## src/rtl/regfile_pkg.sv

```systemverilog
// Shared defaults and condition-code encodings for the regfile_cc block.
package regfile_pkg;

    localparam int DEF_WIDTH = 16;
    localparam int DEF_DEPTH = 8;
    localparam int DEF_NRD   = 2;

    typedef logic [2:0] cc_t;

    localparam cc_t CC_N = 3'b100;
    localparam cc_t CC_Z = 3'b010;
    localparam cc_t CC_P = 3'b001;

endpackage

```

## src/rtl/regfile_cc_if.sv

```systemverilog
// Register-file bus: write, read, condition-code and scoreboard signals.
// The write data is called global_i because `global` is a reserved word in SystemVerilog.
interface regfile_cc_if
    import regfile_pkg::*;
#(
    parameter int WIDTH = DEF_WIDTH,
    parameter int DEPTH = DEF_DEPTH,
    parameter int NRD   = DEF_NRD
);
    localparam int AW = $clog2(DEPTH);

    logic                 ld_reg;
    logic [AW-1:0]        DR;
    logic [WIDTH-1:0]     global_i;
    logic [NRD*AW-1:0]    SR;
    logic [NRD*WIDTH-1:0] SR_OUT;
    logic                 ld_cc;
    logic [2:0]           NZP;
    logic                 mark_busy;
    logic [AW-1:0]        mark_dr;
    logic [NRD-1:0]       SR_BUSY;
    logic [DEPTH-1:0]     busy;

    modport master (
        output ld_reg, DR, global_i, SR, ld_cc, mark_busy, mark_dr,
        input  SR_OUT, NZP, SR_BUSY, busy
    );

    modport slave (
        input  ld_reg, DR, global_i, SR, ld_cc, mark_busy, mark_dr,
        output SR_OUT, NZP, SR_BUSY, busy
    );

endinterface

```

## src/rtl/regfile_cc_nzp_gen.sv

```systemverilog
// Combinational encoder from a data word to its one-hot {N,Z,P} condition code.
module nzp_gen
    import regfile_pkg::*;
#(
    parameter int WIDTH = DEF_WIDTH
) (
    input  logic [WIDTH-1:0] data_i,
    output cc_t              nzp_o
);

    always_comb begin
        if (data_i[WIDTH-1]) begin
            nzp_o = CC_N;
        end else if (data_i == '0) begin
            nzp_o = CC_Z;
        end else begin
            nzp_o = CC_P;
        end
    end

endmodule

```

## src/rtl/regfile_cc.sv

```systemverilog
// Multi-port register file with registered reads, optional write bypass,
// condition codes and a pending-write scoreboard.
module regfile_cc
    import regfile_pkg::*;
#(
    parameter int WIDTH  = DEF_WIDTH,
    parameter int DEPTH  = DEF_DEPTH,
    parameter int NRD    = DEF_NRD,
    parameter int BYPASS = 0
) (
    input  logic        clk,
    input  logic        reset,
    regfile_cc_if.slave bus
);

    localparam int AW = $clog2(DEPTH);

    logic [WIDTH-1:0]     regs_q [DEPTH];
    logic [DEPTH-1:0]     busy_q, busy_d;
    cc_t                  nzp_q, nzp_d, nzp_new;
    logic [NRD*WIDTH-1:0] sr_out_q, sr_out_d;
    logic [NRD-1:0]       sr_busy_q, sr_busy_d;
    logic [AW-1:0]        rd_sel [NRD];

    nzp_gen #(.WIDTH(WIDTH)) u_nzp_gen (
        .data_i (bus.global_i),
        .nzp_o  (nzp_new)
    );

    always_comb begin
        for (int i = 0; i < NRD; i++) begin
            rd_sel[i] = bus.SR[i*AW +: AW];
        end
    end

    // A mark on the same register as a write wins: the new pending write is still outstanding.
    always_comb begin
        busy_d = busy_q;
        if (bus.ld_reg) begin
            busy_d[bus.DR] = 1'b0;
        end
        if (bus.mark_busy) begin
            busy_d[bus.mark_dr] = 1'b1;
        end
    end

    assign nzp_d = bus.ld_cc ? nzp_new : nzp_q;

    // NOTE: every output of this block gets a default before the loop, so no latch is inferred.
    always_comb begin
        sr_out_d  = '0;
        sr_busy_d = '0;
        for (int i = 0; i < NRD; i++) begin
            if ((BYPASS != 0) && bus.ld_reg && (bus.DR == rd_sel[i])) begin
                sr_out_d[i*WIDTH +: WIDTH] = bus.global_i;
            end else begin
                sr_out_d[i*WIDTH +: WIDTH] = regs_q[rd_sel[i]];
            end
            sr_busy_d[i] = (BYPASS != 0) ? busy_d[rd_sel[i]] : busy_q[rd_sel[i]];
        end
    end

    // NOTE: the register array is built from flops and must read as zero straight after reset,
    // so it is cleared here rather than left to a RAM macro that cannot be reset.
    always_ff @(posedge clk or posedge reset) begin
        if (reset) begin
            for (int k = 0; k < DEPTH; k++) begin
                regs_q[k] <= '0;
            end
            busy_q    <= '0;
            nzp_q     <= CC_Z;
            sr_out_q  <= '0;
            sr_busy_q <= '0;
        end else begin
            if (bus.ld_reg) begin
                regs_q[bus.DR] <= bus.global_i;
            end
            busy_q    <= busy_d;
            nzp_q     <= nzp_d;
            sr_out_q  <= sr_out_d;
            sr_busy_q <= sr_busy_d;
        end
    end

    assign bus.SR_OUT  = sr_out_q;
    assign bus.SR_BUSY = sr_busy_q;
    assign bus.NZP     = nzp_q;
    assign bus.busy    = busy_q;

endmodule

```

## src/flat_wrapper.sv

```systemverilog
// flat-port wrapper written by rule: the top's interface ports become plain ports
module regfile_cc_flat import regfile_pkg::*;
#(
    parameter int WIDTH  = DEF_WIDTH,
    parameter int DEPTH  = DEF_DEPTH,
    parameter int NRD    = DEF_NRD,
    parameter int BYPASS = 0
)
  (clk, reset, bus_ld_reg, bus_DR, bus_global_i, bus_SR, bus_ld_cc, bus_mark_busy, bus_mark_dr, bus_SR_OUT, bus_NZP, bus_SR_BUSY, bus_busy);
  regfile_cc_if #(.WIDTH(WIDTH), .DEPTH(DEPTH), .NRD(NRD)) bus_i ();
  input  logic clk;
  input  logic reset;
  input wire logic [$bits(bus_i.ld_reg)-1:0] bus_ld_reg;
  input wire logic [$bits(bus_i.DR)-1:0] bus_DR;
  input wire logic [$bits(bus_i.global_i)-1:0] bus_global_i;
  input wire logic [$bits(bus_i.SR)-1:0] bus_SR;
  input wire logic [$bits(bus_i.ld_cc)-1:0] bus_ld_cc;
  input wire logic [$bits(bus_i.mark_busy)-1:0] bus_mark_busy;
  input wire logic [$bits(bus_i.mark_dr)-1:0] bus_mark_dr;
  output wire logic [$bits(bus_i.SR_OUT)-1:0] bus_SR_OUT;
  output wire logic [$bits(bus_i.NZP)-1:0] bus_NZP;
  output wire logic [$bits(bus_i.SR_BUSY)-1:0] bus_SR_BUSY;
  output wire logic [$bits(bus_i.busy)-1:0] bus_busy;
  assign bus_i.ld_reg = bus_ld_reg;
  assign bus_i.DR = bus_DR;
  assign bus_i.global_i = bus_global_i;
  assign bus_i.SR = bus_SR;
  assign bus_i.ld_cc = bus_ld_cc;
  assign bus_i.mark_busy = bus_mark_busy;
  assign bus_i.mark_dr = bus_mark_dr;
  assign bus_SR_OUT = bus_i.SR_OUT;
  assign bus_NZP = bus_i.NZP;
  assign bus_SR_BUSY = bus_i.SR_BUSY;
  assign bus_busy = bus_i.busy;
  regfile_cc #(.WIDTH(WIDTH), .DEPTH(DEPTH), .NRD(NRD), .BYPASS(BYPASS)) u_core (.clk(clk), .reset(reset), .bus(bus_i));
endmodule
```

## config.mk

```make
export PLATFORM = sky130hd
export DESIGN_NAME = regfile_cc_flat
export DESIGN_NICKNAME = d
export VERILOG_FILES = /design/src/rtl/regfile_pkg.sv /design/src/rtl/regfile_cc_if.sv /design/src/rtl/regfile_cc_nzp_gen.sv /design/src/rtl/regfile_cc.sv /design/src/flat_wrapper.sv
export SDC_FILE = /design/constraint.sdc
export NUM_CORES = 1
export LEC_CHECK = 0
export CAP_MARGIN = 20
export CORE_ASPECT_RATIO = 0.75
export CORE_MARGIN = 2
export CORE_UTILIZATION = 60
export DETAILED_ROUTE_END_ITERATION = 10
export DONT_BUFFER_PORTS = 1
export PLACE_DENSITY = 0.72
export SYNTH_ARGS = -nofsm -noshare
export SYNTH_HDL_FRONTEND = slang
export SYNTH_SLANG_ARGS = --single-unit
```

## constraint.sdc

```tcl
create_clock -name clk -period 15.8 [get_ports clk]
set_input_delay 3.16 -clock clk [delete_from_list [all_inputs] [get_ports clk]]
set_output_delay 3.16 -clock clk [all_outputs]
set_load 0.005 [all_outputs]
```

==> impl_results.md, run 1 <==
* Ports at 78
* RR Startpoint: u_core.bus.busy[7]
* GRT overflow at 0
* Max-Cap Viols at 0
* H-tree depth at 4
* Critical path peak fanout at 17
* Core Area at 13600 µm²
* Largest net degree at the start of global routing at 92
* Yosys reg bits at 173
* Most frequent cell after synthesis: dfrtp_1
* Inserted Diodes at 0
* FF-to-FF End: u_core.bus.SR_BUSY[0]
* YS warnings at 0
* WP depth at 3
* Post-route setup slack at 11.47 ns
* Avg Cell Area, Syn at 17.2 µm²
* Global-route wire length before repair at 27.5 mm
* Layout Nets at 503
* R2R setup slack at 14.48 ns
* CP max stage delay at 0.88 ns
* Drt total wl at 17.3 mm
* Area share of fa/ha/maj cells after synthesis at 0
* Setup-failing EPs final at 0
* Initial drt markers at 235
* Final Core Density at 0.653
* EDFF count, synth at 0
* Mapped Cells at 480
* Die H at 106 µm
* GR Util All Layers at 0.253
* Comb power frac at 0.170
* Gpl congestion at 0.730
* Unrepaired setup endpoints after global routing: false
* Hold Fails Final Rpt at 0
* Std-Cell Rows at 37
* Crit path required time at 16.11 ns
* Post-synth ARST share at 1.00
* Cells on worst reg2reg path at 2
* CTS hold repair buffers at 0
* Sequential fraction of the synthesis area at 0.525
* CTS resizes at 0
* Worst Tran Pin Value at 1.09 ns
* Critical path class: primary input to flip-flop
* Hold WS at 0.499 ns
* Synth unique cells at 23
* TNS Setup at 0 ns
* Area of the mapped netlist at 8240 µm²
* Initial antenna violation count at 0
* Via density at 6.69
* Hold_sp: u_core.bus.NZP[1]
* Net Sw Frac at 0.237
* # clock sinks at 173
* WP data arrival at 4.63 ns
* Internal at 927 µW
* Flop pwr share at 0.507
* Overall die area at 14700 µm²
* Area share of xor/xnor cells in the synthesized design at 0
* Top-area cell type share of the netlist area at 0.522
* Biggest area consumer among synthesized cells: dfrtp_1
* Clk_lat worst skew at 0.42 ns
* Total net switching power at 289 µW
* Synth top cells by count: 172 x dfrtp_1, 163 x mux2_2, 68 x mux4_2
* Syn-to-layout area delta at 7.39%
* Root buf cell: clkbuf_16
* Hold crit path type: flip-flop to flip-flop
* Startpoint Class: primary input
* Achievable frequency at 231 MHz
* Port bufs at 0
* Setup Skew at 0.00457 ns
* Vias at 4402
* Simple-Gate Fraction of Synth Area at 0.0272
* Post-DR wirelength/cell at 26.3 µm
* Main combinational cell family by area after synthesis: multiplexers
* Crit path max-delay family: simple AND/OR/NAND/NOR gates
* Worst VDD drop at 0.102 mV
* Die extent in x at 139 µm
* Post-Syn Nets at 513
* Primary FF master, synth: dfrtp_1
* Critical Path Source: bus_DR[2]
* DRC at 0
* Clk network pwr share at 0.323
* Crit end category: flip-flop
* Synth area leaders: dfrtp_1 52%, mux2_2 22%, mux4_2 19%
* Fin crit share at 0.274
* Leak at 3.62 nW
* Clock buffer depth at 2
* End of the critical path: u_core.regs_q[98]
* Initial core utilization at 0.608
* Share of cells above drive strength 1 at 0.555
* CTS tree: done
* CP cell instances: nand2b_4 > nor3b_4 > mux2_2
* Final instance area at 8850 µm²
* Hpwl dp at 9.90 mm
* Postcts setup bufs at 0
* Buf/Inv on CP at 0
* Pre-CTS WS at 10.96 ns
* Vias in the first global route at 4782
* Power Density at 137 nW/µm²
* Status: finished, final reports clean
* Total clock buffers created by CTS at 17
* Post-route minimum period at 4.33 ns
* Worst slew margin at 0.270
* Synth Area in Compound Gates at 0.00865
* DR pass1 iterations at 4
* Clock slew at reported path FFs at 0.06 ns
* Antenna Violating Nets Remaining at 0
* Slowest-stage cell, CP: nor3b_4
* Final Max Slew Viols at 0
* Post-DP Area at 8260 µm²
* Multiplexer area fraction after synthesis at 0.408
## cell type report
| type | count | area, µm² |
|---|---|---|
| Tap cell | 175 | 219 |
| Inverter | 7 | 31.3 |
| Timing Repair Buffer | 4 | 62.6 |
| Clock inverter | 1 | 30.0 |
| Sequential cell | 173 | 4330 |
| Fill cell | 950 | 4710 |
| Multi-Input combinational cell | 267 | 3660 |
| Clock buffer | 31 | 518 |
## metrics by stage
stage	instances	total power, mW
after floorplan	480	0.790
after global placement	624	0.811
after detailed placement	624	0.827
after CTS	656	1.22
after global routing	658	1.27
final	658	1.22
## tightest hold or removal path: cells and delay by family, from the launching register on
kind | cells | cell delay [ns]
DFF | 1 | 0.38
AOI/OAI and AO/OA | 1 | 0.07
buffers and inverters | 1 | 0.05
## how the worst min path moves through the flow
stage | endpoint | cells after the start
4_1_cts | u_core.bus.NZP[1] | 2
3_5_place_dp | u_core.bus.NZP[1] | 2
2_1_floorplan | u_core.bus.NZP[1] | 2
3_3_place_gp | u_core.bus.NZP[1] | 2
6_report | u_core.bus.NZP[1] | 2
5_1_grt | u_core.bus.NZP[1] | 2
## kinds of logic (layout without fill, tap and decap cells)
| family | after synthesis | count (layout) |
|---|---|---|
| AND/OR/NAND/NOR | 25 | 25 |
| AO/OA/AOI/OAI | 11 | 11 |
| flip-flops | 173 | 173 |
| buffers and inverters | 40 | 43 |
| multiplexers | 231 | 231 |
## cell usage in the layout (no fill, tap or decap), drive strengths merged, types with 3 or more instances in the layout
cell type / count
buf: 4
dfrtp: 172
nand2: 7
inv: 7
mux2: 163
mux4: 68
clkbuf: 31
o21ai: 5
nand4b: 3
nor4: 4
o22ai: 3
nand2b: 5
## flip-flops by register name, indices dropped and copies added (netlist names)
name                cells
u_core.regs_q         128
u_core.bus.SR_BUSY      2
u_core.bus.NZP          3
u_core.bus.SR_OUT      32
u_core.bus.busy         8
## routing by layer
layer | GRT usage | wire length, µm
met1 | 0.351 | 7580
met2 | 0.400 | 8490
met3 | 0.0609 | 878
met4 | 0.0895 | 337
met5 | 0 | 0
## power by group through the flow
stage	combinational (mW)	clock, mW	sequential (mW)
2_1_floorplan	0.191	0	0.600
3_3_place_gp	0.197	0	0.614
3_5_place_dp	0.205	0	0.623
4_1_cts	0.207	0.400	0.616
5_1_grt	0.222	0.423	0.629
6_report	0.206	0.393	0.617
No activity file was read; power rests on OpenSTA's default activity.
==> run 2, diff against run 1 <==
--- a/config.mk
+++ b/config.mk
@@ -8,10 +8,10 @@
 export CAP_MARGIN = 20
 export CORE_ASPECT_RATIO = 0.75
 export CORE_MARGIN = 2
-export CORE_UTILIZATION = 60
+export CORE_UTILIZATION = 57
 export DETAILED_ROUTE_END_ITERATION = 10
 export DONT_BUFFER_PORTS = 1
-export PLACE_DENSITY = 0.72
+export PLACE_DENSITY = 0.71
 export SYNTH_ARGS = -nofsm -noshare
 export SYNTH_HDL_FRONTEND = slang
 export SYNTH_SLANG_ARGS = --single-unit
==> constraint.sdc (replaced) <==
create_clock -name clk -period 3.7 [get_ports clk]
set_input_delay 0.74 -clock clk [delete_from_list [all_inputs] [get_ports clk]]
set_output_delay 0.74 -clock clk [all_outputs]
set_load 0.005 [all_outputs]
==> impl_results.md, run 2 (synthesis results as in run 1) <==
* Status: finished, final reports clean (unchanged)
* TNS Setup at 0 ns (unchanged)
* Achievable frequency at 530 MHz
* GRT overflow at 0 (unchanged)
* Leak at 3.62 nW (about the same)
* Hold crit path type: primary input to async pin (was flip-flop to flip-flop)
* Final Max Slew Viols at 0 (unchanged)
* Critical Path Source: bus_DR[2] (unchanged)
* Overall die area at 15500 µm² (was 14700 µm²)
* Port bufs at 0 (unchanged)
* Post-DR wirelength/cell at 24.5 µm (was 26.3 µm)
* Power Density at 584 nW/µm² (was 137 nW/µm²)
* Startpoint Class: primary input (unchanged)
* Worst Tran Pin Value at 1.03 ns (was 1.09 ns)
* Ports at 78 (unchanged)
* Final Core Density at 0.619 (was 0.653)
* Max-Cap Viols at 0 (unchanged)
* Crit end category: flip-flop (unchanged)
* Std-Cell Rows at 38 (was 37)
* GR Util All Layers at 0.235 (was 0.253)
* Setup Skew at 0.00501 ns (was 0.00457 ns)
* Clock buffer depth at 2 (unchanged)
* Fin crit share at 0.510
* Die H at 108 µm (was 106 µm)
* Share of cells above drive strength 1 at 0.566 (was 0.555)
* Inserted Diodes at 0 (unchanged)
* CTS hold repair buffers at 0 (unchanged)
* Worst VDD drop at 0.311 mV (was 0.102 mV)
* Critical path class: primary input to flip-flop (unchanged)
* Largest Register: u_core.regs_q (unchanged)
* RR Startpoint: u_core.regs_q[15] (was u_core.bus.busy[7])
* Critical path peak fanout at 17 (unchanged)
* Clk_lat worst skew at 0.42 ns (about the same)
* Drt total wl at 16.8 mm (was 17.3 mm)
* Clock slew at reported path FFs at 0.06 ns (about the same)
* Postcts setup bufs at 0 (unchanged)
* H-tree depth at 4 (unchanged)
* CTS tree: done (unchanged)
* Leading cell type in the layout, fill and taps excluded: dfrtp_1 (unchanged)
* Die extent in x at 143 µm (was 139 µm)
* Core Area at 14300 µm² (was 13600 µm²)
* Hold WS at 0.196 ns (was 0.499 ns)
* Largest net degree at the start of global routing at 57 (was 92)
* Hold Fails Final Rpt at 0 (unchanged)
* Vias in the first global route at 4495 (was 4782)
* Flip-flop count of the largest register after layout at 128 (unchanged)
* Vias at 4338 (was 4402)
* Root buf cell: clkbuf_16 (unchanged)
* Total clock buffers created by CTS at 17 (unchanged)
* Post-route minimum period at 1.89 ns
* # clock sinks at 173 (unchanged)
* Crit path required time at 4.00 ns (was 16.11 ns)
* Via density at 6.34 (was 6.69)
* Slowest-stage cell, CP: nor3b_4 (unchanged)
* WP data arrival at 2.19 ns (was 4.63 ns)
* Unrepaired setup endpoints after global routing: false (unchanged)
* CTS resizes at 0 (unchanged)
* CP cell instances: nand2b_4 > nor3b_4 > mux2_2 (unchanged)
* DRC at 0 (unchanged)
* Worst slew margin at 0.314 (was 0.270)
* Syn-to-layout area delta at 7.45% (was 7.39%)
* Initial core utilization at 0.576 (was 0.608)
* Hpwl dp at 9.85 mm (was 9.90 mm)
* Global-route wire length before repair at 26.4 mm (was 27.5 mm)
* Gpl congestion at 0.746 (was 0.730)
* Initial antenna violation count at 0 (unchanged)
* Layout Nets at 504 (was 503)
* Total power at 5.17 mW (was 1.22 mW)
* Setup-failing EPs final at 0 (unchanged)
* DR pass1 iterations at 4 (unchanged)
* Antenna Violating Nets Remaining at 0 (unchanged)
* Initial drt markers at 219 (was 235)
* CP max stage delay at 0.86 ns (was 0.88 ns)
* Most frequent cells in the layout: 172 x dfrtp_1, 163 x mux2_2, 68 x mux4_2, 17 x clkbuf_16, 7 x nand2_1 (was 172 x dfrtp_1, 163 x mux2_2, 68 x mux4_2, 17 x clkbuf_16, 10 x clkbuf_1)
==> run 2: changes by cell type in the layout (fill, tap and decap cells not counted) <==
cell	previous run	this run
clkinvlp_4	0	2
buf_16	1	0
buf_12	1	0
clkbuf_1	10	5
clkbuf_8	4	3
buf_4	2	5
clkinv_2	0	5
inv_6	1	0
==> run 2: metal layers <==
metal  track usage  routed length [µm]
met5             0                   0
met4        0.0721                 237
met3        0.0571                 678
met2         0.372                8280
met1         0.329                7590
==> run 2: where the power goes <==
group	switching (mW)	leakage [nW]	internal, mW
clock	0.703	0.271	0.975
combinational	0.242	1.28	0.624
sequential	0.296	2.07	2.33
total	1.24	3.62	3.93
==> run 2: critical path, delay by kind of cell <==
family / cells / cell delay [ns]
mux: 1 / 0.42
simple gates: 2 / 1.02
==> run 2: worst paths after layout <==
kind / endpoint / slack, ns / cells after the start
min in group clk: u_core.bus.NZP[1] / 0.40 / 1
max: u_core.regs_q[81] / 1.81 / 3
max in group asynchronous: u_core.regs_q[6] / 2.50 / 2
min reg2reg: u_core.bus.NZP[1] / 0.51 / 2
max reg2reg: u_core.bus.SR_OUT[15] / 2.40 / 2
min: u_core.regs_q[45] / 0.20 / 1
==> run 2: cell type report <==
cell class	instances	area, µm²
clock inverter	7	62.6
inverter	7	30.0
timing repair buffer	5	37.5
sequential	173	4330
fill	1005	5450
tap	200	250
multi-input combinational	267	3660
clock buffer	25	485
==> run 2: stage by stage <==
step / setup slack (ns) / std cells / cell area [µm²]
2_1_floorplan: 0.750 / 480 / 8250
3_3_place_gp: 1.43 / 652 / 8310
3_5_place_dp: 1.36 / 652 / 8310
4_1_cts: 1.81 / 684 / 8860
5_1_grt: 1.77 / 684 / 8860
6_report: 1.81 / 684 / 8860
==> run 3, diff against run 2 <==
==> constraint.sdc (replaced) <==
create_clock -name clk -period 1.6 [get_ports clk]
set_input_delay 0.32 -clock clk [delete_from_list [all_inputs] [get_ports clk]]
set_output_delay 0.32 -clock clk [all_outputs]
set_load 0.005 [all_outputs]
==> impl_results.md, run 3 (synthesis results as in run 1) <==
* GR Util All Layers at 0.242 (was 0.235)
* Port bufs at 0 (unchanged)
* Largest Register: u_core.regs_q (unchanged)
* Setup-failing EPs final at 0 (unchanged)
* Std-Cell Rows at 38 (unchanged)
* Fillers at 1004 (was 1005)
* Worst VDD drop at 0.887 mV (was 0.311 mV)
* Clk network pwr share at 0.330 (was 0.324)
* Final Max Slew Viols at 0 (unchanged)
* CTS tree: done (unchanged)
* Critical path peak fanout at 4 (was 17)
* Startpoint Class: primary input (unchanged)
* Crit end category: flip-flop (unchanged)
* WP data arrival at 1.74 ns (was 2.19 ns)
* Hpwl dp at 10.1 mm (was 9.85 mm)
* GRT overflow at 0 (unchanged)
* Buf/Inv on CP at 2 (was 0)
* Clock buffer depth at 2 (unchanged)
* Post-DR wirelength/cell at 24.7 µm (was 24.5 µm)
* CP max stage delay at 0.58 ns (was 0.86 ns)
* Net Sw Frac at 0.238 (was 0.240)
* TNS Setup at 0 ns (unchanged)
* Initial antenna violation count at 0 (unchanged)
* Antenna Violating Nets Remaining at 0 (unchanged)
* Cells on worst reg2reg path at 2 (unchanged)
* DRC at 0 (unchanged)
* Critical path class: primary input to flip-flop (unchanged)
* Total net switching power at 2.89 mW (was 1.24 mW)
* Crit path max-delay family: buffers and inverters (was simple AND/OR/NAND/NOR gates)
* Share of cells above drive strength 1 at 0.573 (was 0.566)
* Ports at 78 (unchanged)
* Initial drt markers at 370 (was 219)
* Setup Skew at 0.00721 ns (was 0.00501 ns)
* H-tree depth at 4 (unchanged)
* Internal at 9.25 mW (was 3.93 mW)
* Max-Cap Viols at 0 (unchanged)
* Hold Path Stages at 1
* Vias in the first global route at 4662 (was 4495)
* Leak at 3.75 nW (was 3.62 nW)
* Die H at 108 µm (unchanged)
* Clock slew at reported path FFs at 0.06 ns (about the same)
* Total clock buffers created by CTS at 17 (unchanged)
* Power Density at 1330 nW/µm² (was 584 nW/µm²)
* Largest net degree at the start of global routing at 58 (was 57)
* Hold crit path type: primary input to flip-flop (was primary input to async pin)
* CP cell instances: dlygate4sd3_1 > o32ai_1 > dlygate4sd3_1 (was nand2b_4 > nor3b_4 > mux2_2)
* Unrepaired setup endpoints after global routing: false (unchanged)
* Hold Fails Final Rpt at 0 (unchanged)
* Gpl congestion at 0.751 (was 0.746)
* Global-route wire length before repair at 27.2 mm (was 26.4 mm)
* Drt total wl at 17.2 mm (was 16.8 mm)
* Initial core utilization at 0.576 (unchanged)
* Clk_lat worst skew at 0.42 ns (about the same)
* DR pass1 iterations at 4 (unchanged)
* Comb power frac at 0.169 (was 0.167)
* Syn-to-layout area delta at 10.9% (was 7.45%)
* Via density at 6.31 (was 6.34)
* Status: finished, final reports clean (unchanged)
* Post-route minimum period at 1.38 ns
* Crit path required time at 1.96 ns (was 4.00 ns)
* Most used cell, CP: dlygate4sd3_1
* Worst Tran Pin Value at 0.501 ns (was 1.03 ns)
* CTS hold repair buffers at 5 (was 0)
* Leading cell type in the layout, fill and taps excluded: dfrtp_1 (unchanged)
* Flip-flop count of the largest register after layout at 128 (unchanged)
* Die extent in x at 143 µm (unchanged)
* Slowest-stage cell, CP: dlygate4sd3_1 (was nor3b_4)
* Hold WS at 0.0317 ns (was 0.196 ns)
* Overall die area at 15500 µm² (unchanged)
* # clock sinks at 173 (unchanged)
* Core Area at 14300 µm² (unchanged)
* Achievable frequency at 722 MHz
* Postcts setup bufs at 0 (unchanged)
* Worst slew margin at 0.663 (was 0.314)
* Most frequent cells in the layout: 172 x dfrtp_1, 163 x mux2_2, 68 x mux4_2, 17 x clkbuf_16, 11 x buf_12 (was 172 x dfrtp_1, 163 x mux2_2, 68 x mux4_2, 17 x clkbuf_16, 7 x nand2_1)
* Root buf cell: clkbuf_16 (unchanged)
* CTS resizes at 0 (unchanged)
* Vias at 4397 (was 4338)
* WP depth at 3 (unchanged)
* Layout Nets at 518 (was 504)
* Flop pwr share at 0.501 (was 0.508)
* Fin crit share at 0.865
* Inserted Diodes at 0 (unchanged)
==> run 3: cell types whose count changed in the layout (fill, tap and decap cells not counted) <==
cell,previous run,this run
buf_12,0,11
clkbuf_8,3,6
clkinv_2,5,4
clkbuf_1,5,2
buf_4,5,3
dlygate4sd3_1,0,5
==> run 3: layer usage <==
metal | part of all wire | up-vias | global-route usage | wire length (µm)
li1 | - | 1860 | - | -
met1 | 0.45 | 2415 | 0.345 | 7830
met2 | 0.49 | 107 | 0.378 | 8390
met3 | 0.045 | 15 | 0.0607 | 771
met4 | 0.012 | 0 | 0.0636 | 208
met5 | 0 | - | 0 | 0
==> run 3: power groups by stage <==
stage	Combinational (mW)	Sequential, mW	Clock, mW
after floorplan	1.88	5.92	0
after global placement	1.98	6.07	0
after detailed placement	2.05	6.16	0
after CTS	2.07	6.09	4.07
after global routing	2.21	6.22	4.28
final	2.05	6.09	4.01
==> run 3: through the flow <==
stage          cells  cell area, µm²  setup slack, ns  total power [mW]  utilization
5_1_grt          697            9140            0.204              12.7        0.639
4_1_cts          697            9140            0.262              12.2        0.639
3_5_place_dp     661            8520            0.211              8.20        0.595
2_1_floorplan    480            8250           -0.930              7.81            -
6_report         697            9140            0.216              12.1        0.639
3_3_place_gp     661            8520            0.236              8.05        0.595
==> run 3: cell type report <==
type,instances,area (µm²),share of cell area
Clock buffer,25,515,0.0564
Clock inverter,6,57.6,0.00630
Inverter,7,30.0,0.00329
Multi-Input combinational cell,267,3660,0.401
Sequential cell,173,4330,0.474
Tap cell,200,250,0.0274
Timing Repair Buffer,19,293,0.0320
==> run 3: final timing paths <==
| check | from | to | slack (ns) |
|---|---|---|---|
| worst max-delay path | bus_mark_dr[0] | u_core.bus.busy[2] | 0.22 |
| worst min-delay path | bus_ld_cc | u_core.bus.NZP[0] | 0.03 |
| worst max register to register | u_core.regs_q[87] | u_core.bus.SR_OUT[23] | 0.30 |
| worst min register to register | u_core.bus.NZP[1] | u_core.bus.NZP[1] | 0.48 |
| max in group asynchronous | reset | u_core.regs_q[2] | 0.58 |
| min in group asynchronous | reset | u_core.regs_q[77] | 0.39 |
==> run 3: worst register-to-register path: cells and delay by family, from the launching register on <==
kind | cells | cell delay, ns
multiplexers | 2 | 0.78
flip-flops | 1 | 0.40
